$ cat config.mk
export PLATFORM = sky130hd
export DESIGN_NAME = cdb_arbiter
export DESIGN_NICKNAME = d
export VERILOG_FILES = /design/src/rtl/cdb_arbiter.sv
export SDC_FILE = /design/constraint.sdc
export NUM_CORES = 1
export LEC_CHECK = 0
export BUFFER_PORTS_ARGS = -buffer_cell sky130_fd_sc_hd__buf_2
export CAP_MARGIN = 20
export CORE_ASPECT_RATIO = 0.6
export CORE_MARGIN = 2
export CORE_UTILIZATION = 50
export CTS_CLUSTER_SIZE = 40
export DETAILED_ROUTE_END_ITERATION = 6
export PLACE_DENSITY = 0.77
export SLEW_MARGIN = 15
export SYNTH_ARGS = -nofsm -noshare
export SYNTH_HDL_FRONTEND = slang
export SYNTH_SLANG_ARGS = --single-unit
$ cat constraint.sdc
create_clock -name clk -period 5.3 [get_ports clk]
set_input_delay 1.06 -clock clk [delete_from_list [all_inputs] [get_ports clk]]
set_output_delay 1.06 -clock clk [all_outputs]
set_load 0.01 [all_outputs]
$ cat src/rtl/cdb_arbiter.sv
// cdb_arbiter
//   Shares the single common data bus (CDB) between N_REQ functional units.
//   Each unit owns a one-entry holding slot; a round-robin arbiter drains one
//   slot per cycle onto the registered CDB, which feeds the ROB and the
//   reservation stations. flush (ROB clear) drops every pending result.
//
//   Optional build macro: CDB_ARB_STATS_EN adds saturating per-unit
//   grant/stall counters (grant_cnt, stall_cnt).
//
// Ports:
//   clk, rst    clock, synchronous active-high reset
//   req_valid   per-unit result valid
//   req_ready   per-unit result accepted (slot empty or draining this cycle)
//   req_rsv_id  per-unit ROB id, unit i at [i*RSV_ID_W +: RSV_ID_W]
//   req_data    per-unit result, unit i at [i*DATA_W +: DATA_W]
//   flush       ROB clear; empties all slots, no accept that cycle
//   cdb_valid   registered broadcast valid, one cycle per result
//   cdb         {rsv_id, data}
//   cdb_src     index of the unit owning the current broadcast
//   grant_cnt   (CDB_ARB_STATS_EN) broadcasts per unit, 16 bits each
//   stall_cnt   (CDB_ARB_STATS_EN) cycles valid && !ready per unit
module cdb_arbiter #(
  parameter int N_REQ    = 4,
  parameter int RSV_ID_W = 4,
  parameter int DATA_W   = 32,
  parameter int SRC_W    = $clog2(N_REQ)
) (
  input  logic                         clk,
  input  logic                         rst,
  input  logic [N_REQ-1:0]             req_valid,
  output logic [N_REQ-1:0]             req_ready,
  input  logic [N_REQ*RSV_ID_W-1:0]    req_rsv_id,
  input  logic [N_REQ*DATA_W-1:0]      req_data,
  input  logic                         flush,
  output logic                         cdb_valid,
  output logic [RSV_ID_W+DATA_W-1:0]   cdb,
  output logic [SRC_W-1:0]             cdb_src
`ifdef CDB_ARB_STATS_EN
  ,
  output logic [N_REQ*16-1:0]          grant_cnt,
  output logic [N_REQ*16-1:0]          stall_cnt
`endif
);

  logic [N_REQ-1:0]    slot_valid_p0;
  logic [RSV_ID_W-1:0] slot_id_p0   [N_REQ];
  logic [DATA_W-1:0]   slot_data_p0 [N_REQ];
  logic [SRC_W-1:0]    rr_ptr;

  logic [N_REQ-1:0]    grant;
  logic [N_REQ-1:0]    accept;
  logic                found;
  logic [SRC_W-1:0]    win;
  logic [SRC_W-1:0]    rr_nxt;
  logic [SRC_W-1:0]    idx_s;
  int                  idx;

  // Round-robin search from rr_ptr upward, wrapping; only slots already
  // valid this cycle compete, so a result loaded at this edge waits a cycle.
  always_comb begin
    found = 1'b0;
    win   = '0;
    grant = '0;
    idx   = 0;
    idx_s = '0;
    for (int k = 0; k < N_REQ; k++) begin
      idx = int'(rr_ptr) + k;
      if (idx >= N_REQ) idx = idx - N_REQ;
      idx_s = SRC_W'(idx);
      if (!found && slot_valid_p0[idx_s]) begin
        found = 1'b1;
        win   = idx_s;
      end
    end
    if (found) grant[win] = 1'b1;
  end

  assign rr_nxt = (win == SRC_W'(N_REQ - 1)) ? '0 : win + 1'b1;

  // A slot being drained this cycle can take its next result at the same edge.
  assign req_ready = (rst || flush) ? '0 : (~slot_valid_p0 | grant);
  assign accept    = req_valid & req_ready;

  // Slot stage -> CDB stage
  always_ff @(posedge clk) begin
    if (rst) begin
      slot_valid_p0 <= '0;
      rr_ptr        <= '0;
      cdb_valid     <= 1'b0;
      cdb           <= '0;
      cdb_src       <= '0;
    end else if (flush) begin
      slot_valid_p0 <= '0;
      rr_ptr        <= '0;
      cdb_valid     <= 1'b0;
    end else begin
      slot_valid_p0 <= (slot_valid_p0 & ~grant) | accept;
      if (found) begin
        cdb_valid <= 1'b1;
        cdb       <= {slot_id_p0[win], slot_data_p0[win]};
        cdb_src   <= win;
        rr_ptr    <= rr_nxt;
      end else begin
        cdb_valid <= 1'b0;
      end
    end
  end

  // Input -> slot stage
  always_ff @(posedge clk) begin
    for (int i = 0; i < N_REQ; i++) begin
      if (accept[i]) begin
        slot_id_p0[i]   <= req_rsv_id[i*RSV_ID_W +: RSV_ID_W];
        slot_data_p0[i] <= req_data[i*DATA_W +: DATA_W];
      end
    end
  end

`ifdef CDB_ARB_STATS_EN
  function automatic logic [15:0] sat_inc(input logic [15:0] v);
    return (v == 16'hFFFF) ? v : v + 16'd1;
  endfunction

  // Statistics stage; flush deliberately leaves the counts intact.
  always_ff @(posedge clk) begin
    if (rst) begin
      grant_cnt <= '0;
      stall_cnt <= '0;
    end else begin
      for (int i = 0; i < N_REQ; i++) begin
        if (grant[i] && !flush)
          grant_cnt[i*16 +: 16] <= sat_inc(grant_cnt[i*16 +: 16]);
        if (req_valid[i] && !req_ready[i])
          stall_cnt[i*16 +: 16] <= sat_inc(stall_cnt[i*16 +: 16]);
      end
    end
  end
`endif

endmodule

Word level (Yosys, flattened, before mapping)

Memories as Yosys holds them, arrays and structs flattened. A register that Yosys moved wholly into a read port is not among the register bits.
Cells that the tools add are included.

$add $sub $neg: 8
Order comparisons: 10
Equal/unequal tests: 1
Mux-type cells: 34
Bitwise logic cells: 7
Reduce and logical (&&, ||, !) cells: 10

Operator list:

| kind                                                                                | number |
|---|---|
| 1-bit two-way mux                                                                   | 18 |
| 2-bit two-way mux                                                                   | 9 |
| 2-bit by 3-bit less-than comparator with 1-bit output, second input constant        | 5 |
| 3-bit greater-or-equal comparator, second input constant                            | 3 |
| 4-bit bitwise AND                                                                   | 2 |
| 1-bit binary-select mux with 2-bit select                                           | 4 |
| 4-bit two-way mux                                                                   | 2 |
| 4-bit inverter                                                                      | 2 |
| 4-bit OR                                                                            | 2 |
| 2-bit by 1-bit subtractor with 2-bit output, second input constant                  | 4 |
| 2-bit by 2-bit adder with 3-bit output, second input constant                       | 2 |
| 1-bit logical AND                                                                   | 4 |
| 2-bit by 1-bit adder with 3-bit output, second input constant                       | 1 |
| 2-bit by 3-bit greater-or-equal comparator with 1-bit output, second input constant | 1 |
| 1-bit logical NOT                                                                   | 3 |
| 2-bit by 1-bit adder with 2-bit output, second input constant                       | 1 |
| 1-bit demux with 2-bit select                                                       | 1 |
| 2-bit equality test, second input constant                                          | 1 |
| 2-bit by 1-bit greater-or-equal comparator with 1-bit output, second input constant | 1 |
| 2-bit AND reduction                                                                 | 1 |
| 2-bit OR reduction                                                                  | 1 |
| 1-bit logical OR                                                                    | 1 |
| 1-bit inverter                                                                      | 1 |

Flip-flop bits (word level): 9
Memory bits (writable): 144
Input port bits: 151
Output and inout bits: 43
Logic and storage cells: 76
Memories: 2

Memory list:

| memory       | words | bits a word | read ports | clocked after memory_dff | wr ports | RTL line | RTL |
|---|---|---|---|---|---|---|---|
| slot_data_p0 | 4     | 32          | 1          | 1                        | 4        | 47       | `logic [DATA_W-1:0] slot_data_p0 [N_REQ];` |
| slot_id_p0   | 4     | 4           | 1          | 1                        | 4        | 46       | `logic [RSV_ID_W-1:0] slot_id_p0 [N_REQ];` |

Depth between registers and ports, before layout

Gate-level depths: netlist of the first run.

Word-level depth: 24
Gate-level depth with buffers: 10
Depth with buffers taken out: 8

Worst setup path before layout of the first run

OpenSTA, ideal clock, no wires.

Path type: in2reg
From: input flush
To: memory slot_data_p0[1][0], enable pin
Setup time: 482 ps
Arrival: 4,162 ps
Required time: 4,818 ps
Setup slack: 656 ps
Stages: 3
Buffers on the path: 1
Cell sequence: or2_0 -> clkbuf_1 -> nor3b_1

RTL lines:

| element         | RTL line | RTL |
|---|---|---|
| start, declared | 34       | `input logic flush,` |
| end, declared   | 47       |  |

Final worst setup path of the first run

From: register slot_valid_p0[2]
To: output req_ready[2]

Cells in the longest elaborated chain, start to end: 19
Elaborated cells between the ends (all ways): 31
Classes of those cells: order compare: 2; mux: 20; bitwise: 2; reduce/logical: 7

RTL lines:

| element                                                                                                                                                            | RTL line | RTL |
|---|---|---|
| start, declared                                                                                                                                                    | 45       | `logic [N_REQ-1:0] slot_valid_p0;` |
| start signal, assigned                                                                                                                                             | 97       | `slot_valid_p0 <= (slot_valid_p0 & ~grant) \| accept;` |
| 1-bit binary-select mux with 2-bit select                                                                                                                          | 70       | `if (!found && slot_valid_p0[idx_s]) begin` |
| 1-bit two-way mux (implied by the code)                                                                                                                            | 70       |  |
| 1-bit two-way mux                                                                                                                                                  | 70       |  |
| 1-bit logical NOT                                                                                                                                                  | 70       |  |
| 1-bit logical AND                                                                                                                                                  | 70       |  |
| 1-bit two-way mux                                                                                                                                                  | 70       |  |
| 1-bit logical NOT                                                                                                                                                  | 70       |  |
| 1-bit logical AND                                                                                                                                                  | 70       |  |
| (+3 left out)                                                                                                                                                      | -        |  |
| 2-bit two-way mux                                                                                                                                                  | 70       |  |
| 2-bit by 3-bit less-than comparator with 1-bit output (implied by the code) / 2-bit by 1-bit greater-or-equal comparator with 1-bit output (equally long branches) | 75       | `if (found) grant[win] = 1'b1;` |
| 1-bit logical AND (implied by the code)                                                                                                                            | 75       |  |
| 1-bit two-way mux (implied by the code)                                                                                                                            | 75       |  |
| 1-bit demux with 2-bit select                                                                                                                                      | 75       |  |
| 4-bit two-way mux                                                                                                                                                  | 75       |  |
| 4-bit OR (*)                                                                                                                                                       | 81       | `assign req_ready = (rst \|\| flush) ? '0 : (~slot_valid_p0 \| grant);` |
| 4-bit two-way mux (*)                                                                                                                                              | 81       |  |
| end, declared                                                                                                                                                      | 31       | `output logic [N_REQ-1:0] req_ready,` |

Mark *: on every way between the ends. The rest lies on a longest branch, timed or not. The select of a mux whose other input is x is not followed.

==> flow_summary.ini, run 1 <==
[power]
p_leak_nw = 3.32
peakVddDrop_mv = 0.215
p_total_mw = 3.14
p_per_area_mw_per_mm2 = 368

[global_route]
grt_max_degree = 41
overflow = 0
grt.total_usage = 0.215
gr-max-usage-layer = met2
gr-usage-met2 = 0.338
grt_util_met1 = 0.279
antenna_found_initial = 4
grt_pass1_wl_mm = 23.0
grtUsageMet3 = 0.0799
grt_pass1_vias = 4312

[synth]
synth-seq-area-share = 0.764
syn_inst = 406
synth_top_area_cell = edfxtp_1
synth_area_leaders = edfxtp_1 63%, dfxtp_1 13%, mux2i_1 11%, o221ai_1 4.7%, nand2_1 2.1%
syn_area_mm2 = 0.00684
syn-num-nets = 558
ys_warn_count = 0
yosysUniqueCellTypes = 29
synth.top_cell.area_share = 0.632
avgSynthCellArea_um2 = 16.9
synth_seq_cells = 189

[placed_design]
place_area_mm2 = 0.00796
gp_congestion = 0.931
port_buffers = 193
dp_hpwl_mm = 10.2

[timing]
period_share = 0.663
tightest_slew_ns = 0.988
fin_skew_ns = 0.0123
hold_viol = 0
final-setup-viol-count = 0
tns_ns = 0
max_slew_margin = 0.341
fmax_ghz = 0.284
final_max_slew_viol_count = 0
period_minus_slack_ns = 3.52
rsz0062_at_grt = false

[critical_path]
worstPathRequired_ns = 4.24
crit_path_end_kind = primary output
startpoint_type = flop
worstSetupPathType = flop to primary output
cp.arrival_ns = 2.46
cp_max_fo = 37

[routing]
first_pass_iters = 5
routed-via-count = 4220
post_drt_wl_per_cell_um = 19.7
wl_mm = 15.6
dr.first_iter.drc_count = 277
drc = 0
vias_per_cell = 5.33
antenna_left = 0

[run]
cap_viol_max_count = 0

[cts]
ctsHtreeMaxLevel = 4
clock_latency_ns = 0.42
clkTransAtPathRegs_ns = 0.07
numCtsBuffers = 17
cts_setup_buffers = 0
cts_buffer_depth = 2
tritoncts = yes
cts_resized = 0
cts_root_buf = clkbuf_16
cts.sinks = 189
ctsHoldBuffers = 0

[floorplanning]
die_x_um = 155
core_area_mm2 = 0.0135
rows = 33
die_h_um = 94.6
initial_core_util = 0.507
io_pins = 194
die_area_mm2 = 0.0147

[cells_and_area]
multiInputGateArea_mm2 = 0.00151
n_fill_cell = 974
post-route-util = 0.631
area_growth_syn_to_layout_pct = 24.4
register_area_mm2 = 0.00523
layout_commonest_cell = buf_2
layout.nets = 754
final_cell_mix = 193 x buf_2, 144 x edfxtp_1, 72 x mux2i_1
final_cell_area_mm2 = 0.00852
drive_above_1_share = 0.389

[worst_hold_path]
hp-class = flop to flop

[run_status]
status = finished, final reports clean
[critical path, cell delays in order (launching register included)]
cell      delay [ns]
dfxtp_1         0.46
nand2b_1        0.13
a21oi_1         0.22
o22a_4          0.60
ha_1            0.28
nor2b_1         0.07
nor2_1          0.11
buf_2           0.16
[through the flow]
step | hold WS, ns | std cells | setup WS (ns)
floorplan | 0.492 | 406 | 0.656
global placement | 0.438 | 758 | 2.30
detailed placement | 0.443 | 758 | 2.20
CTS | 0.461 | 790 | 1.78
global route | 0.485 | 790 | 1.64
finish | 0.463 | 792 | 1.78
[per-layer routing]
metal  up-vias  wire length [µm]
met4         4               225
li1       1976                 -
met3        25              1630
met2       237              7010
met5         -                24
met1      1978              6680
[cell families (layout without fill, tap and decap cells)]
| logic type | Yosys count | after routing | synth area share |
|---|---|---|---|
| AOI/OAI and AO/OA | 54 | 54 | 0.0645 |
| adders and majority gates | 1 | 1 | 0.00183 |
| buffers and inverters | 23 | 232 | 0.0199 |
| DFF | 189 | 189 | 0.764 |
| muxes | 72 | 72 | 0.105 |
| other | 0 | 2 | 0 |
| and+or+nand+nor | 67 | 67 | 0.0448 |
[sequential cells by signal, indices dropped and copies added (netlist names)]
name,cells
cdb,36
cdb_src,2
slot_id_p0,16
cdb_valid,1
slot_data_p0,128
slot_valid_p0,4
rr_ptr,2
[cell type report]
| cell class | count | share of cell area |
|---|---|---|
| Tap cell | 175 | 0.0257 |
| Clock inverter | 15 | 0.0148 |
| Timing Repair Buffer | 197 | 0.117 |
| Multi-Input combinational cell | 194 | 0.177 |
| Clock buffer | 17 | 0.0500 |
| Antenna cell | 2 | 0.000588 |
| Sequential cell | 189 | 0.614 |
| Inverter | 3 | 0.00132 |
[power by group]
part           switching (mW)  internal, mW
clock network           0.575         0.617
registers              0.0244          1.66
logic                   0.147         0.119
total                   0.746          2.39
[cells in the mapped netlist]
cell type,number
a21oi_1,7
and3_1,1
nor2b_1,2
ha_1,1
o22a_1,1
nor2_1,13
inv_1,2
o221ai_1,37
buf_2,10
buf_6,5
dfxtp_1,45
and2_1,2
nor3b_1,2
edfxtp_1,144
nor4_4,1
mux2i_1,72
o21ai_0,2
a21boi_1,1
nand2b_1,4
a211oi_4,1
nand2_2,1
clkbuf_1,5
o21ai_1,1
or2_0,1
nor2_2,1
nand2_1,39
a221oi_1,1
o21a_1,3
inv_2,1
[path summary, 6_finish.rpt]
| check | startpoint | endpoint | slack (ns) | cells past startpoint |
|---|---|---|---|---|
| setup reg to reg | slot_valid_p0[2]$_SDFF_PP0_ | slot_data_p0[2][18]$_DFFE_PP_ | 2.20 | 7 |
| hold / removal | cdb[30]$_SDFFE_PP0P_ | cdb[30]$_SDFFE_PP0P_ | 0.46 | 2 |
| hold reg to reg | cdb[30]$_SDFFE_PP0P_ | cdb[30]$_SDFFE_PP0P_ | 0.46 | 2 |
| setup / recovery | slot_valid_p0[2]$_SDFF_PP0_ | req_ready[2] | 1.78 | 7 |
Note: power is estimated with default switching activity, not from simulation.
==> run 2: changes to the inputs <==
- clock period: 5.3 -> 3.4 ns (I/O delays scaled with it)
==> flow_summary.ini, run 2 (same netlist as run 1, synthesis figures left out) <==
[run_status]
status = finished, final reports clean

[timing]
timing.final.ws_setup_ns = 0.546
period_minus_slack_ns = 2.85
final-setup-viol-count = 0
tns_ns = 0
fmax_ghz = 0.350
period_share = 0.839
final_max_slew_viol_count = 0
hold_viol = 0
max_slew_margin = 0.332
fin_skew_ns = 0.0124
tightest_slew_ns = 0.999
rsz0062_at_grt = false

[cts]
clkTransAtPathRegs_ns = 0.08
tritoncts = yes
numCtsBuffers = 17
cts_resized = 0
cts_setup_buffers = 0
cts_root_buf = clkbuf_16
cts_buffer_depth = 2
cts.sinks = 189
ctsHoldBuffers = 0
ctsHtreeMaxLevel = 4
clock_latency_ns = 0.42

[cells_and_area]
top_regs = slot_data_p0: 128 flops, cdb: 36 flops, slot_id_p0: 16 flops
area_growth_syn_to_layout_pct = 26.0
drive_above_1_share = 0.390
layout_commonest_cell = buf_2
top_register = slot_data_p0
final_cell_mix = 193 x buf_2, 144 x edfxtp_1, 72 x mux2i_1
final_cell_area_mm2 = 0.00862
layout.nets = 757
largest_reg_flops = 128

[routing]
wl_mm = 16.2
routed-via-count = 4360
antenna_left = 0
dr.first_iter.drc_count = 285
vias_per_cell = 5.48
first_pass_iters = 4
post_drt_wl_per_cell_um = 20.4
drc = 0

[floorplanning]
die_x_um = 155
core_area_mm2 = 0.0135
io_pins = 194
die_area_mm2 = 0.0147
die_h_um = 94.6
rows = 33
initial_core_util = 0.507

[critical_path]
startpoint_type = flop
crit_path_end_kind = primary output
cp.arrival_ns = 2.17
reg2reg_slack_ns = 0.90
worstPathRequired_ns = 2.72
cp_max_fo = 6
worstSetupPathType = flop to primary output

[power]
p_leak_nw = 3.36
power.switching_mw = 1.20
peakVddDrop_mv = 0.302
p_per_area_mw_per_mm2 = 583
internal_power_mw = 3.83
seq_power_share = 0.522
power_frac_clock = 0.395
p_comb_frac = 0.084
p_sw_frac = 0.238

[global_route]
grt_pass1_vias = 4442
grt_pass1_wl_mm = 24.5
grt_max_degree = 74
overflow = 0
antenna_found_initial = 4
grt.total_usage = 0.227

[placed_design]
port_buffers = 193
place_area_mm2 = 0.00802
gp_congestion = 0.818
dp_hpwl_mm = 10.7
place_ws_ns = 0.667

[worst_hold_path]
hp-class = input pin to flop

[run]
cap_viol_max_count = 0
[run 2: cell count changes in the layout (fill, tap and decap cells not counted), moves of 2 or more]
cell / delta
clkinv_8: +2
nor3b_4: +2
nor3b_2: -2
buf_12: +2
clkinv_2: -3
[run 2: final timing paths]
path,from,endpoint,cells after the start
setup / recovery,slot_valid_p0[1]$_SDFF_PP0_,req_ready[2],8
hold / removal,req_data[105],slot_data_p0[3][9]$_DFFE_PP_,1
setup reg to reg,slot_valid_p0[1]$_SDFF_PP0_,slot_data_p0[2][3]$_DFFE_PP_,9
hold reg to reg,cdb[3]$_SDFFE_PP0P_,cdb[3]$_SDFFE_PP0P_,2
[run 2: cell type report]
type	instances	area, µm²
Antenna cell	3	7.51
Clock buffer	18	429
Timing Repair Buffer	200	1040
Inverter	3	11.3
Clock inverter	14	169
Multi-Input combinational cell	194	1520
Tap cell	175	219
Fill cell	979	4880
Sequential cell	189	5230
[run 2: worst max-delay path, stage by stage, from the launching register on]
cell and delay [ns]:
dfxtp_1 0.46, nand2b_1 0.17, a21oi_1 0.12, a211oi_4 0.31, inv_2 0.10, ha_1 0.21
nor2b_1 0.15, nor2_1 0.06, buf_2 0.17
[run 2: metrics by stage]
step | utilization | hold slack, ns | power (mW) | std cells
4_1_cts | 0.638 | 0.410 | 5.06 | 793
6_report | 0.639 | 0.426 | 5.03 | 796
5_1_grt | 0.638 | 0.404 | 5.20 | 793
2_1_floorplan | - | 0.492 | 2.90 | 406
3_3_place_gp | 0.594 | 0.443 | 3.08 | 761
3_5_place_dp | 0.594 | 0.444 | 3.10 | 761
[run 2: power groups by stage]
stage          combinational [mW]  clock, mW  sequential, mW
2_1_floorplan               0.223          0            2.68
3_3_place_gp                0.406          0            2.67
3_5_place_dp                0.423          0            2.67
4_1_cts                     0.424       2.01            2.62
5_1_grt                     0.458       2.11            2.63
6_report                    0.420       1.98            2.62
[run 2: per-layer routing]
layer,track usage,part of all wire,vias up
met2,0.378,0.47,217
met3,0.0698,0.094,18
met4,0.0656,0.0097,4
met1,0.293,0.42,2144
li1,-,-,1977
met5,0,0.0015,-
==> run 3: changes to the inputs <==
- clock period: 3.4 -> 2.8 ns (I/O delays scaled with it)
==> flow_summary.ini, run 3 (same netlist as run 1, synthesis figures left out) <==
[critical_path]
worstSetupPathType = flop to primary output
cp.arrival_ns = 2.16
r2r_cells = 8
startpoint_type = flop
rr_startpoint = slot_valid_p0[2]$_SDFF_PP0_
crit_path_end_kind = primary output
reg2reg_slack_ns = 0.40
startpoint = slot_valid_p0[1]$_SDFF_PP0_
worstPathRequired_ns = 2.24
r2r_end = slot_data_p0[2][28]$_DFFE_PP_
cp_max_fo = 6

[cells_and_area]
final_cell_area_mm2 = 0.00864
layout_commonest_cell = buf_2
layout.nets = 760
final_cell_mix = 193 x buf_2, 144 x edfxtp_1, 72 x mux2i_1
multiInputGateArea_mm2 = 0.00153
area_growth_syn_to_layout_pct = 26.2
top_register = slot_data_p0
top_regs = slot_data_p0: 128 flops, cdb: 36 flops, slot_id_p0: 16 flops
largest_reg_flops = 128
drive_above_1_share = 0.398
n_fill_cell = 993
register_area_mm2 = 0.00523
stdcell_count = 797

[routing]
first_pass_iters = 5
post_drt_wl_per_cell_um = 20.6
wl_mm = 16.4
routed-via-count = 4378
vias_per_cell = 5.49
dr.first_iter.drc_count = 383
drc = 0
antenna_left = 0

[power]
p_per_area_mw_per_mm2 = 702
power_frac_clock = 0.388
power.switching_mw = 1.43
internal_power_mw = 4.63
p_leak_nw = 3.36
p_sw_frac = 0.236
p_total_mw = 6.06
p_comb_frac = 0.087
seq_power_share = 0.526
peakVddDrop_mv = 0.451

[timing]
max_slew_margin = 0.418
period_share = 0.972
final_max_slew_viol_count = 0
rsz0062_at_grt = false
tightest_slew_ns = 0.871
hold_viol = 0
fin_skew_ns = 0.0194
fmax_ghz = 0.367
whs_ns = 0.308
period_minus_slack_ns = 2.72
tns_ns = 0
final-setup-viol-count = 0

[placed_design]
place.detailed.instances = 763
port_buffers = 193
dp_hpwl_mm = 11.1
place_area_mm2 = 0.00803
gp_congestion = 0.862

[cts]
clock_latency_ns = 0.42
tritoncts = yes
numCtsBuffers = 17
ctsHtreeMaxLevel = 4
cts_root_buf = clkbuf_16
cts_buffer_depth = 2
ctsHoldBuffers = 0
cts.sinks = 189
clkTransAtPathRegs_ns = 0.08

[global_route]
grt_pass1_vias = 4402
antenna_found_initial = 3
grt.total_usage = 0.229
overflow = 0
grt_max_degree = 39
grt_pass1_wl_mm = 24.5

[floorplanning]
io_pins = 194
die_x_um = 155
initial_core_util = 0.507
die_h_um = 94.6
rows = 33
die_area_mm2 = 0.0147
core_area_mm2 = 0.0135

[worst_hold_path]
hp-class = input pin to flop
hp-start = req_data[53]
min_to = slot_data_p0[1][21]$_DFFE_PP_
holdPathStages = 1

[run]
cap_viol_max_count = 0

[run_status]
status = finished, final reports clean
==> run 3: changes by cell type in the layout (fill, tap and decap cells not counted), moves of 2 or more <==
| cell | previous run | this run |
|---|---|---|
| buf_4 | 5 | 8 |
| clkinvlp_4 | 0 | 3 |
| dfxtp_1 | 45 | 43 |
| dfxtp_2 | 0 | 2 |
| diode_2 | 3 | 1 |
| inv_6 | 4 | 2 |
==> run 3: critical path: stages (launching register included) <==
cell      delay (ns)
dfxtp_2         0.40
nand2b_1        0.16
a21oi_1         0.13
a211oi_4        0.31
inv_2           0.10
ha_1            0.23
nor2b_1         0.18
nor2_1          0.08
buf_2           0.14
==> run 3: power by group through the flow <==
stage / Combinational, mW / Clock [mW] / Sequential [mW]
after floorplan: 0.273 / 0 / 3.25
after global placement: 0.499 / 0 / 3.24
after detailed placement: 0.523 / 0 / 3.25
after CTS: 0.526 / 2.40 / 3.18
after global routing: 0.569 / 2.50 / 3.19
final: 0.524 / 2.35 / 3.18
==> run 3: layout make-up <==
cell class,instances,share of cell area
Sequential cell,189,0.605
Multi-Input combinational cell,194,0.177
Timing Repair Buffer,203,0.123
Clock buffer,17,0.0493
Tap cell,175,0.0254
Clock inverter,15,0.0184
Inverter,3,0.00130
Antenna cell,1,0.000290
==> run 3: what timing repair did <==
item,CTS,global route
endpoints found under the setup margin,0,38
buffers inserted,0,1
resized for setup,0,4
hold endpoints to repair,0,0
==> run 3: worst max-delay path by stage <==
stage / cells after the start / endpoint
6_report: 8 / req_ready[2]
2_1_floorplan: 7 / slot_data_p0[1][0]$_DFFE_PP_
4_1_cts: 8 / req_ready[2]
3_3_place_gp: 8 / slot_data_p0[2][11]$_DFFE_PP_
5_1_grt: 8 / req_ready[2]
3_5_place_dp: 8 / slot_data_p0[2][11]$_DFFE_PP_
==> run 3: per-layer routing <==
| layer | wire length (µm) | GRT usage | vias to the layer above |
|---|---|---|---|
| met4 | 155 | 0.0579 | 2 |
| met2 | 7620 | 0.366 | 261 |
| li1 | - | - | 1983 |
| met3 | 1790 | 0.0711 | 17 |
| met5 | 13 | 0 | - |
| met1 | 6810 | 0.310 | 2115 |
==> run 3: through the flow <==
stage / utilization / worst slack [ns]
floorplan: - / 0.0782
global placement: 0.595 / 0.323
detailed placement: 0.595 / 0.113
CTS: 0.638 / 0.0350
global route: 0.639 / 0.0150
finish: 0.640 / 0.0782
